$ cat config.mk
export PLATFORM = sky130hd
export DESIGN_NAME = uart_rx_frame_ctrl_flat
export DESIGN_NICKNAME = d
export VERILOG_FILES = /design/src/rtl/uart_rx_pkg.sv /design/src/rtl/uart_rx_frame_ctrl_if.sv /design/src/rtl/uart_rx_frame_ctrl_sampler.sv /design/src/rtl/uart_rx_frame_ctrl.sv /design/src/flat_wrapper.sv
export SDC_FILE = /design/constraint.sdc
export NUM_CORES = 1
export LEC_CHECK = 0
export BUFFER_PORTS_ARGS = -buffer_cell sky130_fd_sc_hd__buf_4
export CORE_ASPECT_RATIO = 0.6
export CORE_MARGIN = 3
export CORE_UTILIZATION = 40
export DETAILED_ROUTE_END_ITERATION = 8
export GPL_TIMING_DRIVEN = 0
export PLACE_DENSITY_LB_ADDON = 0.25
export SLEW_MARGIN = 40
export SYNTH_ARGS = -nofsm -noshare
export SYNTH_HDL_FRONTEND = slang
export SYNTH_HIERARCHICAL = 1
export SYNTH_SLANG_ARGS = --single-unit
$ cat constraint.sdc
create_clock -name clk -period 2.3 [get_ports clk]
set_clock_uncertainty 0.2 [all_clocks]
set_input_delay 0.115 -clock clk [delete_from_list [all_inputs] [get_ports clk]]
set_output_delay 0.115 -clock clk [all_outputs]
set_load 0.1 [all_outputs]
$ cat src/rtl/uart_rx_pkg.sv
// Shared types and constants for the UART RX frame controller.
package uart_rx_pkg;

    typedef enum logic [2:0] {
        ST_IDLE   = 3'd0,
        ST_START  = 3'd1,
        ST_DATA   = 3'd2,
        ST_PARITY = 3'd3,
        ST_STOP   = 3'd4
    } rx_state_e;

    localparam logic PAR_EVEN = 1'b0;
    localparam logic PAR_ODD  = 1'b1;

    localparam int PRESCALE_8  = 8;
    localparam int PRESCALE_16 = 16;
    localparam int PRESCALE_32 = 32;

endpackage

$ cat src/rtl/uart_rx_frame_ctrl_if.sv
// Signal bundle between the RX frame controller and its environment
// (serial line, configuration, edge/bit counter, received-word outputs).
// master: the frame controller.  slave: line driver / counter / consumer side.
interface uart_rx_frame_ctrl_if #(
    parameter int DATA_WIDTH = 8,
    parameter int PRESC_W    = 6
);
    logic                  rx_in;
    logic [PRESC_W-1:0]    prescale;
    logic                  par_en;
    logic                  par_typ;
    logic [3:0]            bit_cnt;
    logic [PRESC_W-1:0]    edge_cnt;
    logic                  cnt_enable;
    logic                  cnt_clr;
    logic [DATA_WIDTH-1:0] data_out;
    logic                  data_valid;
    logic                  par_err;
    logic                  stp_err;

    modport master (
        input  rx_in, prescale, par_en, par_typ, bit_cnt, edge_cnt,
        output cnt_enable, cnt_clr, data_out, data_valid, par_err, stp_err
    );

    modport slave (
        output rx_in, prescale, par_en, par_typ, bit_cnt, edge_cnt,
        input  cnt_enable, cnt_clr, data_out, data_valid, par_err, stp_err
    );
endinterface

$ cat src/rtl/uart_rx_frame_ctrl_sampler.sv
// rx_majority_sampler: captures rx_in at three edges around mid-bit and
// votes. The vote is stable from edge_cnt = mid+2 until the next bit's captures.
module rx_majority_sampler #(
    parameter int PRESC_W = 6
) (
    input  logic               clk,
    input  logic               rst_n,
    input  logic               rx_in,
    input  logic [PRESC_W-1:0] edge_cnt,
    input  logic [PRESC_W-1:0] prescale,
    output logic               sampled_bit
);
    logic [PRESC_W-1:0] mid;
    logic [2:0]         smp_q;

    assign mid = prescale >> 1;

    // Capture the line at mid-1, mid and mid+1 of the current bit.
    always_ff @(posedge clk or negedge rst_n) begin
        if (!rst_n) begin
            smp_q <= 3'b111;
        end else begin
            if (edge_cnt == mid - PRESC_W'(1)) smp_q[0] <= rx_in;
            if (edge_cnt == mid)               smp_q[1] <= rx_in;
            if (edge_cnt == mid + PRESC_W'(1)) smp_q[2] <= rx_in;
        end
    end

    assign sampled_bit = (smp_q[0] & smp_q[1]) | (smp_q[0] & smp_q[2]) | (smp_q[1] & smp_q[2]);

endmodule

$ cat src/rtl/uart_rx_frame_ctrl.sv
// UART RX frame controller: steers an external edge/bit counter, deserialises
// LSB-first data from majority-voted mid-bit samples and checks start, parity
// and stop bits.
// Optional feature macro: UART_RX_PARITY_EN (parity bit support and par_err).
//
// state  | meaning
// IDLE   | line idle, counter held clear; falling edge starts a frame
// START  | qualifying the start bit; a high sample is a glitch
// DATA   | shifting in DATA_WIDTH data bits, LSB first
// PARITY | checking the parity bit (only with parity support built in)
// STOP   | checking the stop bit and publishing the word
module uart_rx_frame_ctrl
    import uart_rx_pkg::*;
#(
    parameter int DATA_WIDTH = 8,
    parameter int PRESC_W    = 6
) (
    input  logic                  clk,
    input  logic                  rst_n,
    uart_rx_frame_ctrl_if.master  bus
);
    rx_state_e             state;
    logic [DATA_WIDTH-1:0] shift_q;
    logic [DATA_WIDTH-1:0] data_out_q;
    logic                  data_valid_q;
    logic                  stp_err_q;
    logic                  cnt_enable_q;
    logic                  cnt_clr_q;
    logic                  sampled_bit;
    logic                  bit_end;
    logic                  par_active;
    logic                  par_err_now;

    assign bit_end = (bus.edge_cnt == bus.prescale - PRESC_W'(1));

    rx_majority_sampler #(.PRESC_W(PRESC_W)) u_sampler (
        .clk         (clk),
        .rst_n       (rst_n),
        .rx_in       (bus.rx_in),
        .edge_cnt    (bus.edge_cnt),
        .prescale    (bus.prescale),
        .sampled_bit (sampled_bit)
    );

`ifdef UART_RX_PARITY_EN
    logic par_en_q;
    logic par_typ_q;
    logic par_err_q;
    logic exp_par;

    assign par_active  = par_en_q;
    assign par_err_now = par_err_q;
    assign exp_par     = (^shift_q) ^ (par_typ_q == PAR_ODD);
`else
    // Parity configuration pins stay on the port list but are not used.
    logic unused_par_cfg;

    assign unused_par_cfg = bus.par_en ^ bus.par_typ;
    assign par_active     = 1'b0;
    assign par_err_now    = 1'b0;
`endif

    // Frame FSM with registered counter controls, shift register and result flags.
    always_ff @(posedge clk or negedge rst_n) begin
        if (!rst_n) begin
            state        <= ST_IDLE;
            shift_q      <= '0;
            data_out_q   <= '0;
            data_valid_q <= 1'b0;
            stp_err_q    <= 1'b0;
            cnt_enable_q <= 1'b0;
            cnt_clr_q    <= 1'b1;
`ifdef UART_RX_PARITY_EN
            par_en_q     <= 1'b0;
            par_typ_q    <= PAR_EVEN;
            par_err_q    <= 1'b0;
`endif
        end else begin
            data_valid_q <= 1'b0;
            case (state)
                ST_IDLE: begin
                    if (!bus.rx_in) begin
                        state        <= ST_START;
                        cnt_clr_q    <= 1'b0;
                        cnt_enable_q <= 1'b1;
                        stp_err_q    <= 1'b0;
`ifdef UART_RX_PARITY_EN
                        par_en_q     <= bus.par_en;
                        par_typ_q    <= bus.par_typ;
                        par_err_q    <= 1'b0;
`endif
                    end
                end
                ST_START: begin
                    if (bit_end) begin
                        if (sampled_bit) begin
                            state        <= ST_IDLE;
                            cnt_clr_q    <= 1'b1;
                            cnt_enable_q <= 1'b0;
                        end else begin
                            state <= ST_DATA;
                        end
                    end
                end
                ST_DATA: begin
                    if (bit_end) begin
                        shift_q <= {sampled_bit, shift_q[DATA_WIDTH-1:1]};
                        if (bus.bit_cnt == 4'(DATA_WIDTH)) begin
                            state <= par_active ? ST_PARITY : ST_STOP;
                        end
                    end
                end
`ifdef UART_RX_PARITY_EN
                ST_PARITY: begin
                    if (bit_end) begin
                        if (sampled_bit != exp_par) par_err_q <= 1'b1;
                        state <= ST_STOP;
                    end
                end
`endif
                ST_STOP: begin
                    if (bit_end) begin
                        stp_err_q    <= ~sampled_bit;
                        state        <= ST_IDLE;
                        cnt_clr_q    <= 1'b1;
                        cnt_enable_q <= 1'b0;
                        if (sampled_bit && !par_err_now) begin
                            data_out_q   <= shift_q;
                            data_valid_q <= 1'b1;
                        end
                    end
                end
                default: begin
                    state        <= ST_IDLE;
                    cnt_clr_q    <= 1'b1;
                    cnt_enable_q <= 1'b0;
                end
            endcase
        end
    end

    assign bus.data_out   = data_out_q;
    assign bus.data_valid = data_valid_q;
    assign bus.stp_err    = stp_err_q;
    assign bus.cnt_enable = cnt_enable_q;
    assign bus.cnt_clr    = cnt_clr_q;
    assign bus.par_err    = par_err_now;

endmodule

$ cat src/flat_wrapper.sv
// flat-port wrapper written by rule: the top's interface ports become plain ports
module uart_rx_frame_ctrl_flat import uart_rx_pkg::*;
#(
    parameter int DATA_WIDTH = 8,
    parameter int PRESC_W    = 6
)
  (clk, rst_n, bus_rx_in, bus_prescale, bus_par_en, bus_par_typ, bus_bit_cnt, bus_edge_cnt, bus_cnt_enable, bus_cnt_clr, bus_data_out, bus_data_valid, bus_par_err, bus_stp_err);
  uart_rx_frame_ctrl_if #(.DATA_WIDTH(DATA_WIDTH), .PRESC_W(PRESC_W)) bus_i ();
  input  logic clk;
  input  logic rst_n;
  input wire logic [$bits(bus_i.rx_in)-1:0] bus_rx_in;
  input wire logic [$bits(bus_i.prescale)-1:0] bus_prescale;
  input wire logic [$bits(bus_i.par_en)-1:0] bus_par_en;
  input wire logic [$bits(bus_i.par_typ)-1:0] bus_par_typ;
  input wire logic [$bits(bus_i.bit_cnt)-1:0] bus_bit_cnt;
  input wire logic [$bits(bus_i.edge_cnt)-1:0] bus_edge_cnt;
  output wire logic [$bits(bus_i.cnt_enable)-1:0] bus_cnt_enable;
  output wire logic [$bits(bus_i.cnt_clr)-1:0] bus_cnt_clr;
  output wire logic [$bits(bus_i.data_out)-1:0] bus_data_out;
  output wire logic [$bits(bus_i.data_valid)-1:0] bus_data_valid;
  output wire logic [$bits(bus_i.par_err)-1:0] bus_par_err;
  output wire logic [$bits(bus_i.stp_err)-1:0] bus_stp_err;
  assign bus_i.rx_in = bus_rx_in;
  assign bus_i.prescale = bus_prescale;
  assign bus_i.par_en = bus_par_en;
  assign bus_i.par_typ = bus_par_typ;
  assign bus_i.bit_cnt = bus_bit_cnt;
  assign bus_i.edge_cnt = bus_edge_cnt;
  assign bus_cnt_enable = bus_i.cnt_enable;
  assign bus_cnt_clr = bus_i.cnt_clr;
  assign bus_data_out = bus_i.data_out;
  assign bus_data_valid = bus_i.data_valid;
  assign bus_par_err = bus_i.par_err;
  assign bus_stp_err = bus_i.stp_err;
  uart_rx_frame_ctrl #(.DATA_WIDTH(DATA_WIDTH), .PRESC_W(PRESC_W)) u_core (.clk(clk), .rst_n(rst_n), .bus(bus_i));
endmodule
==> impl_metrics.env <==
export IMPL_syn_to_final_growth_pct=30.8
export IMPL_r2r_start="u_core/state[1]"
export IMPL_start_kind="input port"
export IMPL_cp_startpoint="bus_prescale[0]"
export IMPL_grt_pass1_vias=1239
export IMPL_place_ws_ns=-0.306
export IMPL_cts_tree="done"
export IMPL_final_common_cell="buf_4"
export IMPL_rows=17
export IMPL_antenna_cells=0
export IMPL_synth_async_reset_ratio=1.00
export IMPL_pwr_share_clk=0.290
export IMPL_die_x_microns=88.3
export IMPL_worstPathArrival_ns=2.32
export IMPL_nets=223
export IMPL_outcome="complete, but fails checks"
export IMPL_synth_distinct_cells=52
export IMPL_violations="setup timing"
export IMPL_combPwrFrac=0.301
export IMPL_synth_top_area_share=0.338
export IMPL_hpwlAfterDp_mm=2.67
export IMPL_synth_main_ff_cell="dfrtp_1"
export IMPL_drtIter0Drc=64
export IMPL_fin_crit_ns=2.36
export IMPL_drcViolationCount=0
export IMPL_fin_ws_ns=-0.0551
export IMPL_cts_sinks=26
export IMPL_p_int_mw=0.884
export IMPL_endpoint_kind="flop"
export IMPL_viasPerCell=5.49
export IMPL_cts_max_path_buffers=2
export IMPL_netlist_instances=153
export IMPL_grt_max_degree=27
export IMPL_path_class="in -> reg"
export IMPL_utilization=0.562
export IMPL_synth_edf_count=0
export IMPL_drt_wirelength_per_cell_microns=15.1
export IMPL_worstHoldStart="bus_edge_cnt[5]"
export IMPL_synth_warnings=6
export IMPL_final_area_sq_mm=0.00213
export IMPL_finalSetupTns_ns=-0.205
export IMPL_start_util=0.430
export IMPL_grt_usage=0.153
export IMPL_hp_class="in -> reg"
export IMPL_syn_nets=177
export IMPL_setup_violations_final=8
export IMPL_grt_overflow_total=0
export IMPL_critPathRequiredTime_ns=2.26
export IMPL_clkTransAtPathRegs_ns=0.09
export IMPL_swShare=0.321
export IMPL_grt_antenna_before_repair=0
export IMPL_routed_wl_mm=3.70
export IMPL_maxCapViolCount=0
export IMPL_rsz0062_at_grt="true"
export IMPL_switchingPower_mw=0.417
export IMPL_slew_violations=0
export IMPL_synth_largest_area_cell="dfrtp_1"
export IMPL_hold_viol_final=0
export IMPL_cp_max_fo=8
export IMPL_netlist_area_sq_mm=0.00163
export IMPL_clock_root_buffer="clkbuf_8"
export IMPL_htreeDepth=1
export IMPL_power_leakage_nw=0.982
export IMPL_synthTopCellsByArea="dfrtp_1 34%, mux2_2 12%, dfstp_2 6.5%, xnor2_1 4.3%, xor2_1 3.8%"
export IMPL_final_antenna_net_count=0
export IMPL_most_common_layout_cells="35 x buf_4, 22 x dfrtp_1, 17 x mux2_2"
export IMPL_grt_pass1_wl_mm=5.87
export IMPL_worstMarginPinSlew_ns=0.513
export IMPL_timing_final_crit_share=1.02
export IMPL_ys_ff_latch=26
export IMPL_drtPass1Iterations=4
export IMPL_vias=1344
export IMPL_pwr_density_cell_mw_per_mm2=612
export IMPL_port_buffers=30
export IMPL_io_pins=34
export IMPL_seq_power_share=0.409
export IMPL_die_h_microns=55.4
export IMPL_ys_seq_area_frac=0.403
export IMPL_fmax_ghz=0.425
export IMPL_relSlewSlack=0.654
export IMPL_gp_congestion=0.903
export IMPL_drive_above_1_share=0.384
export IMPL_avgSynthCellArea_sq_um=10.6
export IMPL_die_area_sq_mm=0.00489
export IMPL_numCtsBuffers=3
export IMPL_clk_latency_ns=0.27
export IMPL_place_area_sq_mm=0.00192
export IMPL_vdd_drop_max_v=0.000267
export IMPL_core_sq_mm=0.00379
## stage by stage
stage                     hold slack (ns)  power (mW)  instances
after global routing               0.0350        1.36        245
final                              0.0276        1.30        245
after floorplan                    -0.381       0.797        153
after detailed placement           -0.158       0.906        230
after CTS                          0.0188        1.29        239
after global placement             -0.169       0.891        230
## cell families (layout without fill, tap and decap cells)
family / count (synthesis) / after routing / synth area share
buf+inv: 13 / 58 / 0.0331
flops: 26 / 26 / 0.403
other cells: 1 / 1 / 0.00231
compound gates: 25 / 25 / 0.123
fa+ha+maj: 4 / 4 / 0.0292
xor+xnor: 17 / 17 / 0.101
simple gates: 48 / 48 / 0.177
mux: 19 / 19 / 0.132
## repair_timing
item,4_1_cts,5_1_grt
setup endpoints to repair,11,16
gates cloned,0,0
gates resized for setup,0,10
pin swaps,0,3
setup buffers,1,6
endpoints found under the hold margin,31,0
hold buffers,4,0
## sequential cells by signal, indices dropped and copies added, names as in the netlist
signal	count
u_core/bus.data_out	8
u_core/shift_q	8
u_core/state	3
u_core/u_sampler/smp_q	3
u_core/bus.cnt_clr	1
u_core/bus.cnt_enable	1
u_core/bus.data_valid	1
u_core/bus.stp_err	1
## power by group through the flow
stage	combinational, mW	clock [mW]	sequential, mW
detailed placement	0.366	0	0.541
global placement	0.353	0	0.538
floorplan	0.180	0	0.617
CTS	0.372	0.389	0.532
finish	0.392	0.378	0.532
global route	0.421	0.408	0.537
## layout make-up
class                           instances  area, sq um
Sequential cell                        26          656
Buffer                                  5         23.8
Fill cell                             338         1660
Inverter                                8         30.0
Clock buffer                            3         41.3
Multi-Input combinational cell        114          947
Tap cell                               47         58.8
Timing Repair Buffer                   41          342
Clock inverter                          1         30.0
## synthesized netlist by cell type (3+ instances only)
library cell	count
dfrtp_1	22
mux2_2	18
inv_1	8
nor2_1	8
xnor2_1	8
nor3_1	7
xor2_1	7
nand3_1	5
o21ai_0	5
dfstp_2	4
nor2b_1	4
a21oi_1	3
ha_1	3
nand2_1	3
nand4_1	3
## metal layers
| layer | GRT usage | part of all wire | wire [microns] | up-vias |
|---|---|---|---|---|
| met5 | 0 | 0 | 0 | - |
| met4 | 0.0388 | 0.0092 | 34 | 0 |
| met3 | 0.0417 | 0.046 | 169 | 4 |
| met2 | 0.222 | 0.45 | 1660 | 41 |
| met1 | 0.226 | 0.50 | 1840 | 649 |
| li1 | - | - | - | 650 |
## worst paths after layout
path,to,slack [ns],cells past startpoint
setup / recovery,u_core/shift_q[7],-0.06,7
hold / removal,u_core/u_sampler/smp_q[1],0.03,3
setup reg to reg,u_core/shift_q[7],0.40,4
hold reg to reg,u_core/shift_q[0],0.31,1
max in group asynchronous,u_core/u_sampler/smp_q[1],1.52,2
min in group asynchronous,u_core/bus.stp_err,0.08,2
## critical path, stage by stage
cell and delay (ns):
buf_8 0.10, or4_4 0.53, or3_4 0.43, a2111oi_4 0.44
buf_4 0.20, nand3_4 0.14, mux2_4 0.35
No activity file was read; power rests on OpenSTA's default activity.
